**src/rtl/alu_rf_issue.sv**
```systemverilog
// alu_rf_issue: operand-issue stage that sits directly in front of alu32.
// Commands arrive over a valid/ready handshake. Operands are read from an
// internal register file and registered into S1, which drives alu32. The ALU
// result is captured into S2, written back, and offered downstream over
// valid/ready. Throughput is one op per cycle, with full backpressure.
// Optional build macro: ALU_RF_ISSUE_PERF_EN adds the perf_issued and
// perf_stall counters.
module alu_rf_issue #(
  parameter  int NREG = 8,
  localparam int RW   = $clog2(NREG)
) (
  input  logic          clk,
  input  logic          rst_n,
  input  logic          cmd_valid,
  output logic          cmd_ready,
  input  logic [3:0]    cmd_op,
  input  logic [RW-1:0] cmd_rd,
  input  logic [RW-1:0] cmd_rs1,
  input  logic [RW-1:0] cmd_rs2,
  input  logic          cmd_imm_en,
  input  logic [31:0]   cmd_imm,
  output logic [31:0]   alu_a,
  output logic [31:0]   alu_b,
  output logic [3:0]    alu_op,
  input  logic [31:0]   alu_y,
  input  logic [3:0]    alu_flags,
  output logic          res_valid,
  input  logic          res_ready,
  output logic [31:0]   res_data,
  output logic [RW-1:0] res_rd,
  output logic [3:0]    res_flags,
  output logic          res_err
`ifdef ALU_RF_ISSUE_PERF_EN
  ,
  output logic [31:0]   perf_issued,
  output logic [31:0]   perf_stall
`endif
);

  localparam logic [3:0] ALU_ADD     = 4'd0;
  localparam logic [3:0] ALU_OP_LAST = 4'd8;

  logic [31:0]   rf_q [NREG];

  logic          s1_valid_q;
  logic [31:0]   s1_a_q;
  logic [31:0]   s1_b_q;
  logic [3:0]    s1_op_q;
  logic [RW-1:0] s1_rd_q;
  logic          s1_err_q;

  logic          res_valid_q;
  logic [31:0]   res_data_q;
  logic [RW-1:0] res_rd_q;
  logic [3:0]    res_flags_q;
  logic          res_err_q;

  logic          s1_adv;
  logic          accept;
  logic          byp_ok;
  logic          wb_en;
  logic          cmd_illegal;
  logic [31:0]   opa_d;
  logic [31:0]   opb_d;

  // Handshake: S1 moves into S2 whenever S2 is empty or being drained.
  always_comb begin
    s1_adv      = s1_valid_q & (~res_valid_q | res_ready);
    cmd_ready   = ~s1_valid_q | s1_adv;
    accept      = cmd_valid & cmd_ready;
    wb_en       = s1_adv & ~s1_err_q & (s1_rd_q != '0);
    byp_ok      = wb_en;
    cmd_illegal = cmd_op > ALU_OP_LAST;
  end

  // Operand select: r0 is hard zero; forward alu_y when S1 writes the source
  // on this same edge, because the regfile still holds the older value.
  always_comb begin
    opa_d = '0;
    opb_d = '0;
    if (cmd_rs1 != '0) begin
      if (byp_ok && (s1_rd_q == cmd_rs1)) opa_d = alu_y;
      else                                opa_d = rf_q[cmd_rs1];
    end
    if (cmd_imm_en) begin
      opb_d = cmd_imm;
    end else if (cmd_rs2 != '0) begin
      if (byp_ok && (s1_rd_q == cmd_rs2)) opb_d = alu_y;
      else                                opb_d = rf_q[cmd_rs2];
    end
  end

  // S1 operand stage; illegal opcodes still flow through the pipe, but they
  // drive ADD into the ALU and carry an error marker.
  always_ff @(posedge clk) begin
    if (!rst_n) begin
      s1_valid_q <= 1'b0;
      s1_a_q     <= '0;
      s1_b_q     <= '0;
      s1_op_q    <= ALU_ADD;
      s1_rd_q    <= '0;
      s1_err_q   <= 1'b0;
    end else if (accept) begin
      s1_valid_q <= 1'b1;
      s1_a_q     <= opa_d;
      s1_b_q     <= opb_d;
      s1_op_q    <= cmd_illegal ? ALU_ADD : cmd_op;
      s1_rd_q    <= cmd_rd;
      s1_err_q   <= cmd_illegal;
    end else if (s1_adv) begin
      s1_valid_q <= 1'b0;
    end
  end

  // S2 result stage; it holds while the consumer stalls.
  always_ff @(posedge clk) begin
    if (!rst_n) begin
      res_valid_q <= 1'b0;
      res_data_q  <= '0;
      res_rd_q    <= '0;
      res_flags_q <= '0;
      res_err_q   <= 1'b0;
    end else if (s1_adv) begin
      res_valid_q <= 1'b1;
      res_data_q  <= s1_err_q ? 32'd0 : alu_y;
      res_flags_q <= s1_err_q ? 4'd0 : alu_flags;
      res_rd_q    <= s1_rd_q;
      res_err_q   <= s1_err_q;
    end else if (res_ready) begin
      res_valid_q <= 1'b0;
    end
  end

  // Register file write-back happens on the same edge that S1 advances.
  always_ff @(posedge clk) begin
    if (!rst_n) begin
      for (int i = 0; i < NREG; i++) rf_q[i] <= '0;
    end else if (wb_en) begin
      rf_q[s1_rd_q] <= alu_y;
    end
  end

  assign alu_a     = s1_a_q;
  assign alu_b     = s1_b_q;
  assign alu_op    = s1_op_q;
  assign res_valid = res_valid_q;
  assign res_data  = res_data_q;
  assign res_rd    = res_rd_q;
  assign res_flags = res_flags_q;
  assign res_err   = res_err_q;

`ifdef ALU_RF_ISSUE_PERF_EN
  logic [31:0] perf_issued_q;
  logic [31:0] perf_stall_q;

  // Saturating counters for accepted commands and stalled request cycles.
  always_ff @(posedge clk) begin
    if (!rst_n) begin
      perf_issued_q <= '0;
      perf_stall_q  <= '0;
    end else begin
      if (accept && (perf_issued_q != 32'hFFFF_FFFF))
        perf_issued_q <= perf_issued_q + 32'd1;
      if (cmd_valid && !cmd_ready && (perf_stall_q != 32'hFFFF_FFFF))
        perf_stall_q <= perf_stall_q + 32'd1;
    end
  end

  assign perf_issued = perf_issued_q;
  assign perf_stall  = perf_stall_q;
`endif

endmodule

```
**config.mk**
```make
export PLATFORM = sky130hd
export DESIGN_NAME = alu_rf_issue
export DESIGN_NICKNAME = d
export VERILOG_FILES = /design/src/rtl/alu_rf_issue.sv
export SDC_FILE = /design/constraint.sdc
export NUM_CORES = 1
export LEC_CHECK = 0
export CAP_MARGIN = 20
export CORE_UTILIZATION = 33
export CTS_CLUSTER_DIAMETER = 100
export DETAILED_ROUTE_END_ITERATION = 7
export GPL_TIMING_DRIVEN = 0
export PLACE_DENSITY = 0.51
export SLEW_MARGIN = 10
export SYNTH_ARGS = -nofsm -noshare
export SYNTH_HDL_FRONTEND = slang
export SYNTH_SLANG_ARGS = --single-unit
```
**constraint.sdc**
```tcl
create_clock -name clk -period 5.4 [get_ports clk]
set_input_delay 1.08 -clock clk [delete_from_list [all_inputs] [get_ports clk]]
set_output_delay 1.08 -clock clk [all_outputs]
set_load 0.1 [all_outputs]
```
# After elaboration in Yosys (flattened, before gate mapping)

Memory sizes are Yosys's and may differ from the RTL's.
Index checks and enable logic that the tools add are counted.

Register bits after elaboration: 114
Memory bits (writable): 256
Logic and storage cells: 51
Memories: 1

Order comparisons: 1
Equal/unequal tests: 2
Mux-type cells: 19
Bitwise gates (word level): 9
Reductions and logical operators: 8

Memories:

| memory | depth | bits a word | rd ports | clocked after memory_dff | wr ports | line | source |
|---|---|---|---|---|---|---|---|
| rf_q   | 8     | 32          | 2        | 0                        | 8        | 43   | `logic [31:0] rf_q [NREG];` |

Operator list:

| operator           | number |
|---|---|
| $mux 32            | 7 |
| $reduce_or 32->1   | 1 |
| $mux 1             | 9 |
| $reduce_bool 3->1  | 3 |
| $mux 4             | 2 |
| $eq 3x3->1         | 2 |
| $and 1x1->1        | 4 |
| $gt 4x4->1 const B | 1 |
| $reduce_bool 2->1  | 2 |
| $mux 3             | 1 |
| $not 1->1          | 3 |
| $logic_and 1x1->1  | 2 |
| $or 1x1->1         | 2 |

# Depth between registers and ports, before layout

Gate-level depths: netlist (run 1).

Depth after elaboration: 10
Depth in mapped cells: 8

# Worst setup path before layout (run 1)

Ideal clock, no wire load.

Kind: input to register
From: input port res_ready
To: memory rf_q[1][0], enable pin
Library setup time: 0.466 ns
Data arrival time: 3.928 ns
Data required time: 4.934 ns
Slack: 1.006 ns
Stages on the path: 5
Cell sequence: nand2b_1 -> and2_1 -> buf_2 -> nand3b_1 -> o21ai_0

RTL lines:

| element     | line | source |
|---|---|---|
| from (decl) | 28   | `input logic res_ready,` |
| to (decl)   | 43   |  |

# Final worst setup path (run 1)

From: input port res_ready
To: output port cmd_ready

Cells in the longest elaborated chain, start to end: 3

Ends and longest elaborated chain:

| element     | line | source |
|---|---|---|
| $or 1x1->1  | 68   | `s1_adv = s1_valid_q & (~res_valid_q \| res_ready);` |
| $and 1x1->1 | 68   |  |
| $or 1x1->1  | 69   | `cmd_ready = ~s1_valid_q \| s1_adv;` |
| to (decl)   | 15   | `output logic cmd_ready,` |

Every way passes these cells.

==> summary.md, run 1 <==
| Metric | Value |
|---|---|
| Status | `completed` |
| Slew Viols, Final | `0` |
| GR Util met3 | `5.45%` |
| Num CTS Buffers | `40` |
| Gr busiest metal | `met2` |
| Post-synthesis cell count | `1491` |
| Max-slew headroom | `23.5%` |
| Worst Path Required | `4320 ps` |
| Fin Setup TNS | `0 ps` |
| Syn Nets | `1577` |
| Final total power | `0.00688 W` |
| # Post-CTS Setup Buffers | `0` |
| Initial antenna violation count | `1` |
| Max-cap violations | `0` |
| First-pass GRT wire length | `95500 um` |
| Final setup viols | `0` |
| Hold EP | `res_data[23]$_SDFFE_PN0P_` |
| Seq cells post-synth | `338` |
| Synthesized cell area | `16400 um^2` |
| Unique masters post-synth | `47` |
| IO Pins | `196` |
| Grt ovf | `0` |
| Worst-margin pin slew | `1150 ps` |
| Vias | `14000` |
| Sequential area share after synthesis | `54.9%` |
| CTS max path bufs | `3` |
| CTS Hold Buffers Added | `0` |
| Max Fclk | `0.244 GHz` |
| Reg2reg path depth | `6` |
| All-Layer GR Usage | `26.1%` |
| Port Buf Inserts | `189` |
| Die Height | `225 um` |
| Die width | `225 um` |
| Total Nets Final | `1818` |
| Final GP Congestion | `0.869` |
| Die ar. | `50600 um^2` |
| CTS root buffer | `clkbuf_16` |
| Fin crit share | `75.9%` |
| Post-synth EDFFs | `224` |
| Pwr dens | `332 nW/um^2` |
| Hold_sp | `res_data[23]$_SDFFE_PN0P_` |
| CTS tree | `yes` |
| WL per Instance | `27.6 um` |
| Clock sink count | `338` |
| Synth area leader | `edfxtp_1` |
| CP Capture Type | `output port` |
| Critical path peak fanout | `3` |
| Initial core utilization | `33.5%` |
| Avg Cell Area, Syn | `11.0 um^2` |
| RSZ-0062 raised after global routing | `false` |
| Ys Warns | `0` |
| Pleak | `7.35 nW` |
| Clock Skews | `14.6 ps` |
| Drt first pass iters | `5` |
| Hold Vio Cnt, Final | `0` |
| HPWL Detailed | `46500 um` |
| Ys async rst share | `0%` |
| # DRC | `0` |
| Crit Path Class | `in -> out` |
| R2r endpoint | `rf_q[4][24]$_SDFFCE_PN0P_` |
| Routed Antenna Nets | `0` |
| Core ar. | `49000 um^2` |
| Min Tclk post-route | `4100 ps` |
| Cell Rows | `81` |
| Via density | `5.78` |
| Grt met1 use | `36.0%` |
| R2r setup slk | `2510 ps` |
| Main flop type after synthesis | `edfxtp_1` |
| 1st-iter DRT viols | `1359` |
| Synthesis-to-layout area growth | `26.4%` |
| Share of cells above drive strength 1 | `7.55%` |
| Synth top area cells | `edfxtp_1 (41%), dfxtp_1 (14%), and2_1 (9.8%)` |
| Largest net degree at the start of global routing | `20` |
| Worst-path clk slew | `50 ps` |
| Met2 global-route usage | `40.4%` |
| Hold depth | `2` |
| Crit path DAT | `3020 ps` |
| Clk_lat worst skew | `570 ps` |
| WL final | `66900 um` |
| H-tree depth | `2` |
| Vias in the first global route | `13800` |
| Synth top area share | `41.0%` |
| Crit start category | `primary input` |
| R2R Path Start | `s1_valid_q$_SDFFE_PN0P_` |
| Hold Crit Class | `reg -> reg` |
| Resized cells post-CTS | `0` |
| Max VDD drop | `0.156 mV` |
==> cell usage after synthesis (2+ instances only) <==
library cell  count
mux2i_1          65
clkbuf_2         12
nand2b_1         38
and3_1            2
o221ai_1         61
buf_2            21
and2_1          256
nand3b_1         43
buf_6             8
o22ai_1         127
buf_4             7
inv_1             3
nor3_2            2
nor3_4            2
clkbuf_1         89
nor2_1           16
o21ai_0         101
nand2_1          90
dfxtp_1         114
a211oi_1         30
buf_1             8
a221oi_1         32
a221o_1          32
nor3_1            2
o22a_1           33
a21oi_1          48
edfxtp_1        224
xor2_1            6
==> cell usage in the layout, fill, tap and decap left out, drive strengths merged, types with 2 or more instances in the layout <==
master / count
a21oi: 49
o221ai: 61
nor4b: 2
a211oi: 31
clkinv: 8
and3: 2
buf: 54
nand2: 91
a221o: 32
dfxtp: 114
nor2: 16
a221oi: 32
xor2: 6
nand2b: 38
o21ai: 102
clkbuf: 164
o22a: 33
nand3b: 43
nand3: 2
edfxtp: 224
mux2i: 65
and2: 256
clkdlybuf4s50: 189
nor3: 6
inv: 4
o22ai: 127
==> layout make-up <==
type / count / area [um^2]
flip-flops and latches: 338 / 9010
diodes: 1 / 2.50
inverters: 4 / 15.0
plain buffers: 145 / 672
fillers: 4697 / 28200
well taps: 664 / 831
repair buffers: 199 / 2150
multi-input cells: 1004 / 6780
clock buffers: 63 / 1210
clock inverters: 9 / 65.1
==> metrics by stage <==
stage	setup WS [ps]	area, um^2	util, %	std cells	hold WS, ps
6_report	1300	20700	42.4	2427	453
5_1_grt	1270	20700	42.4	2426	470
4_1_cts	1300	20700	42.4	2426	456
3_5_place_dp	962	19500	39.8	2354	445
3_3_place_gp	-2320	19100	39.1	2344	438
2_1_floorplan	1010	16400	-	1491	517
==> sequential cells by signal, indices dropped and copies added, names as in the netlist <==
signal	cells
rf_q	224
alu_a	32
alu_b	32
res_data	32
alu_op	4
res_flags	4
res_rd	3
s1_rd_q	3
res_err	1
res_valid	1
s1_err_q	1
s1_valid_q	1
==> routing by layer <==
layer / up-vias / part of all wire, % / wire (um)
met5: - / 0.072 / 48
met4: 4 / 3.0 / 2010
met3: 124 / 8.2 / 5460
met2: 671 / 45 / 30000
met1: 7062 / 44 / 29400
li1: 6167 / - / -
==> worst max-delay path by stage <==
stage | startpoint | to | depth (start not counted)
CTS | res_ready | cmd_ready | 3
global placement | rst_n | rf_q[3][11]$_SDFFCE_PN0P_ | 5
detailed placement | rst_n | rf_q[4][17]$_SDFFCE_PN0P_ | 7
finish | res_ready | cmd_ready | 3
global route | res_ready | cmd_ready | 3
floorplan | res_ready | rf_q[1][0]$_SDFFCE_PN0P_ | 5
==> report_power, final <==
| part | internal (W) | switching [W] |
|---|---|---|
| clock | 0.00158 | 0.00109 |
| combinational | 0.000356 | 0.000896 |
| sequential | 0.00288 | 0.0000803 |
==> cell families (layout without fill, tap and decap cells) <==
group | after synthesis | count (layout) | synth area share (%)
AOI/OAI and AO/OA | 474 | 474 | 20.1
and+or+nand+nor | 459 | 459 | 16.6
DFF | 338 | 338 | 54.9
buffers and inverters | 149 | 420 | 4.19
muxes | 65 | 65 | 3.97
xor gates and xnor gates | 6 | 6 | 0.320
other | 0 | 1 | 0
==> worst max-delay path, stage by stage <==
cell and delay, ps:
clkdlybuf4s50_1 550, nand3b_1 220, clkdlybuf4s50_1 1170
Power figures use the tool's default switching activity.
==> run 2, diff against run 1 <==
- PLACE_DENSITY: 0.51 -> 0.53
- clock period: 5.4 -> 3.77 ns (I/O delays scaled with it)
==> run 2 against run 1 <==
  * Clock power rose by 48%
  * Non-clock buffer count fell by 3
  * Flip-flop and latch count did not move
  * Die area did not move
  * Largest cell class unchanged
==> summary.md, run 2 (same netlist as run 1, synthesis figures left out) <==
| Metric | Value |
|---|---|
| Max-slew headroom | `19.8%` |
| Drt first pass iters | `6` |
| First-pass GRT wire length | `93600 um` |
| Setup WS post-layout | `92.2 ps` |
| CTS Hold Buffers Added | `0` |
| Crit path DAT | `3930 ps` |
| Final GP Congestion | `0.880` |
| Die width | `225 um` |
| Final setup viols | `0` |
| Clock Skews | `12.1 ps` |
| Clock sink count | `338` |
| CP startpoint | `rst_n` |
| Share of cells above drive strength 1 | `7.72%` |
| # DRC | `0` |
| Worst-path clk slew | `60 ps` |
| Clk_lat worst skew | `560 ps` |
| Resized cells post-CTS | `0` |
| HPWL Detailed | `45700 um` |
| All-Layer GR Usage | `25.6%` |
| R2R Path Start | `s1_valid_q$_SDFFE_PN0P_` |
| Max-cap violations | `0` |
| Die Height | `225 um` |
| Reg with most FFs | `rf_q` |
| CP Capture Type | `flip-flop` |
| CP endpoint | `rf_q[4][18]$_SDFFCE_PN0P_` |
| Hold Crit Class | `reg -> reg` |
| Worst-margin pin slew | `1200 ps` |
| Vias | `13900` |
| H-tree depth | `2` |
| Via density | `5.75` |
| Slew Viols, Final | `0` |
| Final design utilization | `42.3%` |
| Die ar. | `50600 um^2` |
| Most frequent cells in the layout | `and2_1 (256), edfxtp_1 (224), clkdlybuf4s50_1 (189), o22ai_1 (127), dfxtp_1 (114)` |
| CTS tree | `yes` |
| Synthesis-to-layout area growth | `26.1%` |
| Critical path peak fanout | `17` |
| Crit Path Class | `in -> reg` |
| CTS max path bufs | `3` |
| Worst Path Required | `4020 ps` |
| Pwr dens | `482 nW/um^2` |
| 1st-iter DRT viols | `1647` |
| Pre-CTS WS | `-363 ps` |
| Max VDD drop | `0.265 mV` |
| Num CTS Buffers | `40` |
| Core ar. | `49000 um^2` |
| Crit start category | `primary input` |
| Grt ovf | `0` |
| Port Buf Inserts | `189` |
| Max reg flops | `224` |
| Initial core utilization | `33.5%` |
| Commonest non-fill, non-tap cell in the layout | `and2_1` |
| RSZ-0062 raised after global routing | `false` |
| Fin crit share | `97.6%` |
| Cell Rows | `81` |
| WL per Instance | `27.1 um` |
| Largest net degree at the start of global routing | `21` |
| Vias in the first global route | `13600` |
| Pleak | `7.32 nW` |
| Max Fclk | `0.272 GHz` |
| Status | `completed` |
| R2r endpoint | `rf_q[4][18]$_SDFFCE_PN0P_` |
| R2r setup slk | `820 ps` |
| Min Tclk post-route | `3680 ps` |
| Diodes inserted | `0` |
| Hold Vio Cnt, Final | `0` |
| Routed Antenna Nets | `0` |
| IO Pins | `196` |
| Initial antenna violation count | `2` |
| Total Nets Final | `1815` |
| WL final | `65800 um` |
| # Post-CTS Setup Buffers | `0` |
| CTS root buffer | `clkbuf_16` |
| Reg2reg path depth | `6` |
| Hold depth | `2` |
[run 2: cell types whose count changed in the layout (fill, tap and decap cells not counted), sizes merged]
cell | before | now
clkbuf | 164 | 154
clkinv | 8 | 12
buf | 54 | 51
bufinv | 1 | 4
inv | 4 | 7
clkinvlp | 0 | 2
diode | 1 | 0
[run 2: where the power goes]
group	switching, W	internal (W)
logic	0.00127	0.000500
clock network	0.00162	0.00234
registers	0.000115	0.00412
total	0.00301	0.00696
[run 2: how the worst min path moves through the flow]
stage,startpoint,end,slack (ps)
2_1_floorplan,s1_valid_q$_SDFFE_PN0P_,res_valid$_SDFFE_PN0P_,520
3_3_place_gp,res_data[12]$_SDFFE_PN0P_,res_data[12]$_SDFFE_PN0P_,440
3_5_place_dp,alu_op[2]$_SDFFE_PN0P_,alu_op[2]$_SDFFE_PN0P_,450
4_1_cts,res_data[12]$_SDFFE_PN0P_,res_data[12]$_SDFFE_PN0P_,460
5_1_grt,res_data[20]$_SDFFE_PN0P_,res_data[20]$_SDFFE_PN0P_,470
6_report,res_data[0]$_SDFFE_PN0P_,res_data[0]$_SDFFE_PN0P_,460
[run 2: worst max-delay path, stage by stage]
cell             delay [ps]
clkdlybuf4s50_1         840
inv_2                   220
nor2_1                  210
nand3_2                 260
nor3_2                  700
nand2b_2                640
buf_12                  270
[run 2: metrics by stage]
step | std cells | area (um^2) | TNS [ps] | hold WS, ps | power (W)
detailed placement | 2351 | 19400 | -8290 | 445 | 0.00607
finish | 2425 | 20700 | 0 | 455 | 0.00997
floorplan | 1491 | 16400 | -48380 | 517 | 0.00540
CTS | 2425 | 20700 | 0 | 458 | 0.0100
global route | 2425 | 20700 | 0 | 469 | 0.0102
global placement | 2344 | 19100 | -652710 | 438 | 0.00605
[run 2: metal layers]
| layer | part of all wire [%] | wire (um) | vias up | GRT usage [%] |
|---|---|---|---|---|
| li1 | - | - | 6160 | - |
| met1 | 43 | 28300 | 6908 | 34.7 |
| met2 | 45 | 29400 | 746 | 39.9 |
| met3 | 9.0 | 5920 | 126 | 5.58 |
| met4 | 3.3 | 2190 | 2 | 9.39 |
| met5 | 0.020 | 13 | - | 0 |
[run 2: final cells by class]
type / instances / area [um^2]
fillers: 4650 / 28300
flip-flops and latches: 338 / 9010
multi-input cells: 1004 / 6780
repair buffers: 196 / 2060
clock buffers: 53 / 1100
well taps: 664 / 831
plain buffers: 145 / 672
clock inverters: 21 / 214
inverters: 4 / 15.0
==> run 3, diff against run 2 <==
- CORE_UTILIZATION: 33 -> 50
- PLACE_DENSITY: 0.53 -> 0.75
==> run 3 against run 2 <==
  * Count of clock-buffer cells in the layout up 4
  * Register-to-register slack gained 230 ps
  * Routed wire length decreased by 9.9%
  * Clock skew up 8.9 ps
  * Die area decreased by 34%
  * Final cell count shrank 9.6%
  * Non-clock buffer count did not move
  * Sequential power barely moved
  * Setup slack better by 220 ps
  * Hold slack worse by 0.66 ps
  * Largest cell class unchanged
==> summary.md, run 3 (same netlist as run 1, synthesis figures left out) <==
| Metric | Value |
|---|---|
| Pwr dens | `473 nW/um^2` |
| Synthesis-to-layout area growth | `23.8%` |
| Most frequent cells in the layout | `and2_1 (256), edfxtp_1 (224), clkdlybuf4s50_1 (189), o22ai_1 (127), dfxtp_1 (114)` |
| Crit path DAT | `2700 ps` |
| Num CTS Buffers | `38` |
| Share of cells above drive strength 1 | `7.35%` |
| Largest net degree at the start of global routing | `20` |
| Fin Setup TNS | `0 ps` |
| CTS tree | `yes` |
| Max-slew headroom | `31.2%` |
| Via density | `6.53` |
| Resized cells post-CTS | `0` |
| R2r setup slk | `1050 ps` |
| Fin crit share | `91.7%` |
| Max-cap violations | `0` |
| Clock sink count | `338` |
| Reg2reg path depth | `6` |
| Max Fclk | `0.289 GHz` |
| CP Capture Type | `output port` |
| Initial core utilization | `51.5%` |
| WL per Instance | `27.1 um` |
| Vias in the first global route | `14100` |
| Die width | `183 um` |
| Worst-margin pin slew | `1030 ps` |
| CP endpoint | `cmd_ready` |
| Port Buf Inserts | `189` |
| Final setup viols | `0` |
| Max reg flops | `224` |
| CTS root buffer | `clkbuf_16` |
| Slew Viols, Final | `0` |
| Die Height | `183 um` |
| Drt first pass iters | `8` |
| Post-Place Cells | `2122` |
| Final GP Congestion | `0.966` |
| Pleak | `7.28 nW` |
| Reg with most FFs | `rf_q` |
| Die ar. | `33500 um^2` |
| Worst-path clk slew | `60 ps` |
| IO Pins | `196` |
| Worst path most repeated cell | `clkdlybuf4s50_1` |
| Clk_lat worst skew | `530 ps` |
| Clock Skews | `21.0 ps` |
| Vias | `14300` |
| Routed Antenna Nets | `0` |
| Critical path peak fanout | `3` |
| Min Tclk post-route | `3460 ps` |
| Worst Path Required | `3020 ps` |
| Initial antenna violation count | `1` |
| Hold Crit Class | `reg -> reg` |
| RSZ-0062 raised after global routing | `false` |
| First-pass GRT wire length | `86500 um` |
| Crit Path Class | `in -> out` |
| Crit-path cells | `clkdlybuf4s50_1 -> nand3b_1 -> clkdlybuf4s50_1` |
| CP peak stage delay | `1190 ps` |
| H-tree depth | `2` |
| CTS max path bufs | `3` |
| Crit start category | `primary input` |
| Cell Rows | `65` |
| All-Layer GR Usage | `35.0%` |
| R2r endpoint | `rf_q[4][18]$_SDFFCE_PN0P_` |
| Status | `completed` |
| R2R Path Start | `s1_valid_q$_SDFFE_PN0P_` |
| Hold Vio Cnt, Final | `0` |
| Total Nets Final | `1813` |
| 1st-iter DRT viols | `2054` |
| WHS | `455 ps` |
| Finished Layout Cells | `2191` |
| Diodes inserted | `0` |
| HPWL Detailed | `40100 um` |
| Core ar. | `31900 um^2` |
| CP startpoint | `res_ready` |
| # Post-CTS Setup Buffers | `0` |
| CP max-delay cell | `clkdlybuf4s50_1` |
| Max VDD drop | `0.359 mV` |
| CTS Hold Buffers Added | `0` |
| Commonest non-fill, non-tap cell in the layout | `and2_1` |
| WL final | `59300 um` |
| Hold depth | `2` |
| # DRC | `0` |
| Grt ovf | `0` |
## run 3: cell types whose count changed in the layout (fill, tap and decap cells not counted), sizes merged
cell | previous run | this run
clkbuf | 154 | 158
bufinv | 4 | 1
clkinv | 12 | 9
inv | 7 | 5
clkinvlp | 2 | 1
## run 3: layout make-up
cell class / count / area [um^2]
Inverter: 4 / 15.0
Clock buffer: 57 / 1120
Clock inverter: 12 / 85.1
Multi-Input combinational cell: 1004 / 6780
Sequential cell: 338 / 9010
Fill cell: 2498 / 11600
Tap cell: 435 / 544
Timing Repair Buffer: 196 / 2080
Buffer: 145 / 672
## run 3: worst max-delay path: cells and delay by family
kind | cells | cell delay, ps
buffers and inverters | 2 | 1740
AND/OR/NAND/NOR | 1 | 210
## run 3: routing by layer
| layer | part of all wire, % | global-route usage [%] | vias up | wire, um |
|---|---|---|---|---|
| met3 | 13 | 8.66 | 180 | 7960 |
| met5 | 0.046 | 0.741 | - | 27 |
| met2 | 45 | 54.8 | 1092 | 26600 |
| met4 | 4.5 | 16.6 | 2 | 2670 |
| met1 | 37 | 45.7 | 6887 | 22000 |
| li1 | - | - | 6147 | - |
## run 3: how the worst min path moves through the flow
stage                                   start                   endpoint  slack, ps
floorplan             s1_valid_q$_SDFFE_PN0P_     res_valid$_SDFFE_PN0P_        520
global placement     res_data[1]$_SDFFE_PN0P_   res_data[1]$_SDFFE_PN0P_        440
detailed placement   res_data[6]$_SDFFE_PN0P_   res_data[6]$_SDFFE_PN0P_        440
CTS                 res_data[26]$_SDFFE_PN0P_  res_data[26]$_SDFFE_PN0P_        460
global route        res_flags[1]$_SDFFE_PN0P_  res_flags[1]$_SDFFE_PN0P_        470
finish               res_data[1]$_SDFFE_PN0P_   res_data[1]$_SDFFE_PN0P_        450
## run 3: through the flow
| step | utilization, % | power (W) | instance area (um^2) | worst slack, ps |
|---|---|---|---|---|
| 6_report | 63.7 | 0.00961 | 20300 | 312 |
| 3_3_place_gp | 59.1 | 0.00598 | 18800 | -3420 |
| 3_5_place_dp | 59.9 | 0.00602 | 19100 | -74.5 |
| 5_1_grt | 63.7 | 0.00982 | 20300 | 289 |
| 4_1_cts | 63.7 | 0.00956 | 20300 | 336 |
| 2_1_floorplan | - | 0.00540 | 16400 | -311 |
## run 3: power by group
part | internal, W | switching [W]
clock network | 0.00213 | 0.00150
logic | 0.000502 | 0.00125
registers | 0.00412 | 0.000115
